[src/rtl/lsu_pkg.sv]
// Shared definitions for the load/store unit: funct3 encodings, FSM states
// and request legality helpers.
package lsu_pkg;

    localparam logic [2:0] F3_B  = 3'b000;
    localparam logic [2:0] F3_H  = 3'b001;
    localparam logic [2:0] F3_W  = 3'b010;
    localparam logic [2:0] F3_BU = 3'b100;
    localparam logic [2:0] F3_HU = 3'b101;

    typedef enum logic [2:0] {
        IDLE  = 3'd0,
        LOAD  = 3'd1,
        READ  = 3'd2,
        WRITE = 3'd3,
        RESP  = 3'd4
    } lsu_state_t;

    function automatic logic is_misaligned(input logic [2:0] funct3, input logic [1:0] addr_lo);
        case (funct3)
            F3_H, F3_HU: return addr_lo[0];
            F3_W:        return addr_lo != 2'b00;
            default:     return 1'b0;
        endcase
    endfunction

    // Stores only come in B/H/W; the unsigned encodings are load-only.
    function automatic logic is_illegal(input logic we, input logic [2:0] funct3);
        if (we)
            return !(funct3 inside {F3_B, F3_H, F3_W});
        else
            return !(funct3 inside {F3_B, F3_H, F3_W, F3_BU, F3_HU});
    endfunction

endpackage

[src/rtl/lsu_align.sv]
// Combinational lane logic: extracts/extends load lanes and merges store
// data into a read word for sub-word read-modify-write.
module lsu_align
    import lsu_pkg::*;
(
    input  logic [2:0]  funct3,
    input  logic [1:0]  addr_lo,
    input  logic [31:0] mem_word,
    input  logic [31:0] store_data,
    output logic [31:0] load_data,
    output logic [31:0] merged_word
);

    logic [7:0]  byte_sel;
    logic [15:0] half_sel;

    always_comb begin
        byte_sel = mem_word[7:0];
        case (addr_lo)
            2'd1:    byte_sel = mem_word[15:8];
            2'd2:    byte_sel = mem_word[23:16];
            2'd3:    byte_sel = mem_word[31:24];
            default: byte_sel = mem_word[7:0];
        endcase
        half_sel = addr_lo[1] ? mem_word[31:16] : mem_word[15:0];
    end

    always_comb begin
        load_data = mem_word;
        case (funct3)
            F3_B:    load_data = {{24{byte_sel[7]}}, byte_sel};
            F3_H:    load_data = {{16{half_sel[15]}}, half_sel};
            F3_BU:   load_data = {24'b0, byte_sel};
            F3_HU:   load_data = {16'b0, half_sel};
            default: load_data = mem_word;
        endcase
    end

    always_comb begin
        merged_word = mem_word;
        case (funct3[1:0])
            2'b00: begin
                case (addr_lo)
                    2'd0:    merged_word[7:0]   = store_data[7:0];
                    2'd1:    merged_word[15:8]  = store_data[7:0];
                    2'd2:    merged_word[23:16] = store_data[7:0];
                    default: merged_word[31:24] = store_data[7:0];
                endcase
            end
            2'b01: begin
                if (addr_lo[1])
                    merged_word[31:16] = store_data[15:0];
                else
                    merged_word[15:0] = store_data[15:0];
            end
            default: merged_word = store_data;
        endcase
    end

endmodule

[src/rtl/load_store_unit.sv]
// Load/store unit: FSM that turns byte/half/word requests into word-wide
// memory accesses, using read-modify-write for sub-word stores.
module load_store_unit
    import lsu_pkg::*;
#(
    parameter int DATA_WIDTH = 32,
    parameter int ADDR_WIDTH = 32
) (
    input  logic                  clk,
    input  logic                  reset,
    // Request handshake: a request transfers on a rising edge where
    // req_valid and req_ready are both 1; req_ready is high only in IDLE.
    input  logic                  req_valid,
    output logic                  req_ready,
    input  logic                  req_we,
    input  logic [2:0]            req_funct3,
    input  logic [ADDR_WIDTH-1:0] req_addr,
    input  logic [DATA_WIDTH-1:0] req_wdata,
    output logic                  rsp_valid,
    output logic [DATA_WIDTH-1:0] rsp_rdata,
    output logic                  rsp_fault,
    output logic                  mem_WE,
    output logic [ADDR_WIDTH-1:0] mem_A,
    output logic [DATA_WIDTH-1:0] mem_WD,
    input  logic [DATA_WIDTH-1:0] mem_RD,
    output logic [2:0]            dbg_state
);

    lsu_state_t state, next_state;

    logic [2:0]            f3_q;
    logic [ADDR_WIDTH-1:0] addr_q;
    logic [DATA_WIDTH-1:0] wdata_q;
    logic [DATA_WIDTH-1:0] merged_q;
    logic [DATA_WIDTH-1:0] load_data;
    logic [DATA_WIDTH-1:0] merged_word;
    logic [ADDR_WIDTH-1:0] word_addr;
    logic                  req_bad;

    assign req_bad   = is_illegal(req_we, req_funct3) || is_misaligned(req_funct3, req_addr[1:0]);
    assign word_addr = {addr_q[ADDR_WIDTH-1:2], 2'b00};
    assign dbg_state = state;

    lsu_align u_align (
        .funct3      (f3_q),
        .addr_lo     (addr_q[1:0]),
        .mem_word    (mem_RD),
        .store_data  (wdata_q),
        .load_data   (load_data),
        .merged_word (merged_word)
    );

    always_ff @(posedge clk or posedge reset) begin
        if (reset)
            state <= IDLE;
        else
            state <= next_state;
    end

    always_comb begin
        next_state = state;
        req_ready  = 1'b0;
        rsp_valid  = 1'b0;
        mem_WE     = 1'b0;
        mem_A      = '0;
        mem_WD     = '0;
        case (state)
            IDLE: begin
                req_ready = 1'b1;
                if (req_valid) begin
                    if (req_bad)
                        next_state = RESP;
                    else if (!req_we)
                        next_state = LOAD;
                    else if (req_funct3 == F3_W)
                        next_state = WRITE;
                    else
                        next_state = READ;
                end
            end
            LOAD: begin
                mem_A      = word_addr;
                next_state = RESP;
            end
            READ: begin
                mem_A      = word_addr;
                next_state = WRITE;
            end
            WRITE: begin
                mem_A      = word_addr;
                mem_WE     = 1'b1;
                mem_WD     = (f3_q == F3_W) ? wdata_q : merged_q;
                next_state = RESP;
            end
            RESP: begin
                rsp_valid  = 1'b1;
                next_state = IDLE;
            end
            default: next_state = IDLE;
        endcase
    end

    // Response registers only change on entry to RESP, so they hold between responses.
    always_ff @(posedge clk or posedge reset) begin
        if (reset) begin
            f3_q      <= '0;
            addr_q    <= '0;
            wdata_q   <= '0;
            merged_q  <= '0;
            rsp_rdata <= '0;
            rsp_fault <= 1'b0;
        end else begin
            if (state == IDLE && req_valid) begin
                f3_q    <= req_funct3;
                addr_q  <= req_addr;
                wdata_q <= req_wdata;
            end
            if (state == READ)
                merged_q <= merged_word;
            if (next_state == RESP) begin
                rsp_fault <= (state == IDLE);
                rsp_rdata <= (state == LOAD) ? load_data : '0;
            end
        end
    end

endmodule

[config.mk]
export PLATFORM = sky130hd
export DESIGN_NAME = load_store_unit
export DESIGN_NICKNAME = d
export VERILOG_FILES = /design/src/rtl/lsu_pkg.sv /design/src/rtl/lsu_align.sv /design/src/rtl/load_store_unit.sv
export SDC_FILE = /design/constraint.sdc
export NUM_CORES = 1
export LEC_CHECK = 0
export CAP_MARGIN = 40
export CORE_AREA = 4 4 125 127
export DETAILED_ROUTE_END_ITERATION = 10
export DIE_AREA = 0 0 129 131
export DONT_BUFFER_PORTS = 1
export SYNTH_ARGS = -nofsm -noshare
export SYNTH_HDL_FRONTEND = slang
export SYNTH_SLANG_ARGS = --single-unit
[constraint.sdc]
create_clock -name clk -period 9.8 [get_ports clk]
set_input_delay 1.96 -clock clk [delete_from_list [all_inputs] [get_ports clk]]
set_output_delay 1.96 -clock clk [all_outputs]
set_load 0.05 [all_outputs]
Yosys cells after proc, flatten, opt, wreduce, memory -nomap -nowiden --
Index checks and enable logic that the tools add are counted.
Storage, ports and cells: bits in registers 135, latch bits 0, bits in writable memories 0, ROM bits 0, bits of input ports 103, output and inout bits 103, logic and storage cells 64, memories 0
Cells by class: add/sub/neg operators 0, multipliers 0, divide/modulo/power cells 0, $lt $le $gt $ge 0, equal/unequal tests 17, shifts and indexed selects 0, mux-type cells 24, bitwise operators 0, reductions and logical operators 16
Operators with widths (number):
- $mux W32 | 4
- $pmux W32 S4 | 1
- $pmux W32 S2 | 1
- $mux W16 | 3
- $mux W8 | 4
- $pmux W8 S3 | 1
- $eq A3 B3 Y1 const B | 6
- $eq A3 B2 Y1 const B | 4
- $eq A3 B1 Y1 const B | 3
- $logic_not A3 Y1 | 3
- $pmux W3 S3 | 1
- $mux W3 | 2
- $reduce_or A3 Y1 | 2
- $mux W1 | 5
- $reduce_bool A5 Y1 | 1
- $eq A2 B1 Y1 const B | 2
- $eq A2 B2 Y1 const B | 2
- $logic_not A2 Y1 | 2
- $reduce_or A2 Y1 | 2
- $reduce_bool A3 Y1 | 1
- $logic_not A1 Y1 | 2
- $mux W2 | 1
- $pmux W1 S2 | 1
- $reduce_bool A2 Y1 | 1
- 2 further kinds | 2

Depth between registers and ports, before layout --
word-level depth 9, gate-level depth with buffers 7, gate-level depth less buffers 4

By module --
From an unflattened synthesis, not the netlist that was laid out.
Unflattened totals: cell total of the unflattened synthesis 756, area, all modules 7382.1 um^2
Modules (own cells, without submodules):
- load_store_unit | instances 1, cells each 522, area an instance 5968.2 um^2, sequential area each 3378.2 um^2
- lsu_align | instances 1, cells each 234, area an instance 1413.9 um^2, sequential area each 0.0 um^2

Least setup slack after synthesis --
No wires, ideal clock.
kind register -> output, start register state[0], in the netlist dbg_state[0], end output port mem_WD[22], arrival time 2102 ps, required time 7840 ps, setup slack 5738 ps, stages on the path, launching flop included 5, buffers on the path 1, path through dfrtp_1 > nor2b_1 > nand2_1 > clkbuf_1 > a21oi_1
On the way: longest elaborated chain between the ends 2
RTL lines:
- from (decl) | line load_store_unit.sv:29 | lsu_state_t state, next_state;
- from (signal assigned) | line load_store_unit.sv:57 | state <= next_state;
- $eq A3 B2 Y1 | line load_store_unit.sv:67 | case (state)
- $mux W32 | line load_store_unit.sv:67
- to (decl) | line load_store_unit.sv:24 | output logic [DATA_WIDTH-1:0] mem_WD,
No other way between the ends.

Worst setup path in the final report --
start register f3_q[0], end output port mem_WD[9]
On the way: longest elaborated chain between the ends 3
RTL lines:
- from (decl) | line load_store_unit.sv:31 | logic [2:0] f3_q;
- from (signal assigned) | line load_store_unit.sv:114 | f3_q <= req_funct3;
- $eq A3 B2 Y1 | line load_store_unit.sv:92 | mem_WD = (f3_q == F3_W) ? wdata_q : merged_q;
- $mux W32 | line load_store_unit.sv:92
- $mux W32 | line load_store_unit.sv:67
No other way between the ends.

==> metrics.cfg <==
[run_status]
status = complete, no violations

[setup_path]
slowest_delay_ns = 0.59
cp.arrival_ns = 2.45
startpoint_type = flop
r2r_start = dbg_state[2]$_DFF_PP0_
r2r_cells = 6
crit_required_ns = 7.84
reg2reg_to = rsp_rdata[22]$_DFFE_PP0N_
crit_fanout = 22
rrSetupSlack_ns = 6.85
end_kind = output port
worstSetupPathType = flop to output port
slowest_stage = dfrtp_1
path_cells = nor2_1 -> and2_1 -> buf_16 -> nand2_1 -> a21oi_1 -> buf_4

[synthesis]
yosysTopAreaCellShare_pct = 48.1
synth-compound-area-share_pct = 15.6
postSynthAreaPerCell_um2 = 10.5
yosys-top-cells-count = 135 x dfrtp_1, 116 x nand2_1, 107 x mux2_2
synth_top_family_by_area = multiplexers
synth-simple-area-share_pct = 13.8
synth_area_mm2 = 0.00702
synth-edff-count = 0
ys_async_sr_fraction_pct = 100
muxShareOfSynthArea_pct = 18.9
synthDistinctLibCells = 38
synthMostInstantiatedCell = dfrtp_1
ys.flop_type = dfrtp_1
netlist.top_cell.by_area = dfrtp_1
synth_cells = 672
synth_area_leaders = dfrtp_1 48%, mux2_2 17%, nand2_1 6.2%
synthXorXnorAreaFrac_pct = 0
synthAdderAreaFrac_pct = 0
synth_seq_area_share_pct = 48.1
ys_ff_latch = 135
ys_warn_count = 0

[clock_tree]
cts_tree = yes
clkLatencyLatePin_ns = 0.41
clock_tree.root_cell = clkbuf_16
htree_levels = 4
postCtsHoldBufs = 0
cts_buffers = 17
post_cts_buffers = 0
clock_path_buffers = 2
cts_resized = 0
clock_sinks = 135
clk_pin_slew_ns = 0.05

[min_path]
hp-start = merged_q[16]$_DFFE_PP0P_
holdPathStages = 2
hold_end = merged_q[16]$_DFFE_PP0P_
min-delay-path-class = flop to flop

[drt]
drc = 0
wirelength_mm = 20.7
m1WireLength_mm = 8.44
first_pass_iters = 6
drt-wirelength-per-cell_um = 23.5
wl_met2_mm = 10.2
route.met3.wl_mm = 1.63
vias_per_cell = 6.16
vias = 5425
detail-route-antenna-nets = 0
dr.first_iter.drc_count = 445
highest_layer = met5

[flow_run]
drv_cap = 0

[sta]
setup_viol = 0
drv_slew = 0
fin_tns_setup_ns = 0
fin_worst_hold_slack_ns = 0.483
max_clock_freq_ghz = 0.227
hold_viol = 0
finalCritPeriodShare_pct = 45.0
post-route-min-period_ns = 4.41
skew_ns = 0.00655
rsz0062_at_grt = false
slew_headroom_pct = 41.1
worst_pin_slew_ns = 0.884

[final_layout]
area_growth_pct = 14.6
final_cells = 880
drive_above_1_share_pct = 27.7
layout.nets = 785
final_area_mm2 = 0.00805
post-route-util_pct = 55.8

[die]
ios = 206
die_h_um = 131
dieWidth_um = 129
die_area_mm2 = 0.0169
num_rows = 44
core_area_mm2 = 0.0144
initial_utilization_pct = 48.7

[place]
port_buffers = 0
dp_hpwl_mm = 15.2
gp_congestion = 0.889
dpl_cell_area_mm2 = 0.00745
placed_cells = 847

[global_route]
grt_pass1_wl_mm = 31.9
grt_pass1_vias = 5623
grt_overflow = 0
grt_usage_pct = 24.7
grt_max_degree = 71
antenna_found_initial = 2

[power]
ir_worst_vdd_mv = 0.163
power.leakage_nw = 3.45
power_density_mw_per_mm2 = 412

==> how the worst max path moves through the flow <==
stage / cells past startpoint / endpoint / startpoint / slack (ns)
final: 6 / mem_WD[9] / f3_q[0]$_DFFE_PP0P_ / 5.39
after global routing: 6 / mem_WD[27] / f3_q[0]$_DFFE_PP0P_ / 5.18
after CTS: 6 / mem_WD[9] / f3_q[0]$_DFFE_PP0P_ / 5.37
after detailed placement: 6 / rsp_rdata[18]$_DFFE_PP0N_ / req_valid / 5.66
after global placement: 4 / mem_WD[30] / f3_q[0]$_DFFE_PP0P_ / 5.14
after floorplan: 1 / addr_q[0]$_DFFE_PP0P_ / reset / 4.23
==> where the power goes <==
part           internal [mW]  switching, mW
registers              0.832          0.520
logic                  0.550          0.776
clock network          0.406          0.228
total                   1.79           1.52
==> placed cells by master (no fill, tap or decap), types with 3 or more instances in the layout <==
| cell | n |
|---|---|
| and2_1 | 33 |
| nor2_1 | 8 |
| clkbuf_8 | 5 |
| clkinv_2 | 3 |
| mux2i_1 | 10 |
| a21oi_1 | 38 |
| a222oi_1 | 16 |
| clkbuf_16 | 17 |
| nor2b_1 | 3 |
| a221o_1 | 16 |
| dfrtp_1 | 135 |
| o22ai_1 | 8 |
| o21ai_0 | 45 |
| a32o_1 | 8 |
| inv_1 | 4 |
| a31oi_1 | 5 |
| nand2_1 | 116 |
| o22a_1 | 8 |
| nand2b_1 | 11 |
| mux2_2 | 107 |
| buf_4 | 43 |
| o2bb2ai_1 | 7 |
| or3_1 | 17 |
==> cell type report <==
class                      count  area, µm²
clock buffer                  24        502
tap                          184        230
inverter                       5       23.8
clock inverter                 7       92.6
timing repair buffer          47        413
antenna                        2       5.00
sequential                   135       3380
multi-input combinational    476       3400
fill                        1298       6380
==> routing by layer <==
metal | GRT usage, % | vias up
met5 | 0 | -
met4 | 8.28 | 4
met3 | 7.44 | 35
met2 | 41.2 | 214
met1 | 30.9 | 2715
li1 | - | 2457
==> through the flow <==
step	total power, mW	setup slack, ns
6_report	3.31	5.39
5_1_grt	3.50	5.18
4_1_cts	3.33	5.37
3_5_place_dp	2.69	5.66
3_3_place_gp	2.60	5.14
2_1_floorplan	2.35	4.23
==> flip-flops by register name (all words and copies together) (netlist names) <==
name	count
dbg_state	3
addr_q	32
merged_q	32
rsp_fault	1
rsp_rdata	32
f3_q	3
wdata_q	32
==> critical path, delay by kind of cell, from the launching register on <==
kind | cells | cell delay (ns)
compound gates | 1 | 0.17
buf+inv | 2 | 0.46
flops | 1 | 0.59
simple gates | 3 | 0.81
==> cells by family (layout without fill, tap and decap cells) <==
group / count (synthesis) / count (layout)
compound gates: 159 / 159
buf+inv: 62 / 83
flops: 135 / 135
mux: 118 / 118
other cells: 1 / 4
simple gates: 197 / 197
Power figures use the tool's default switching activity.
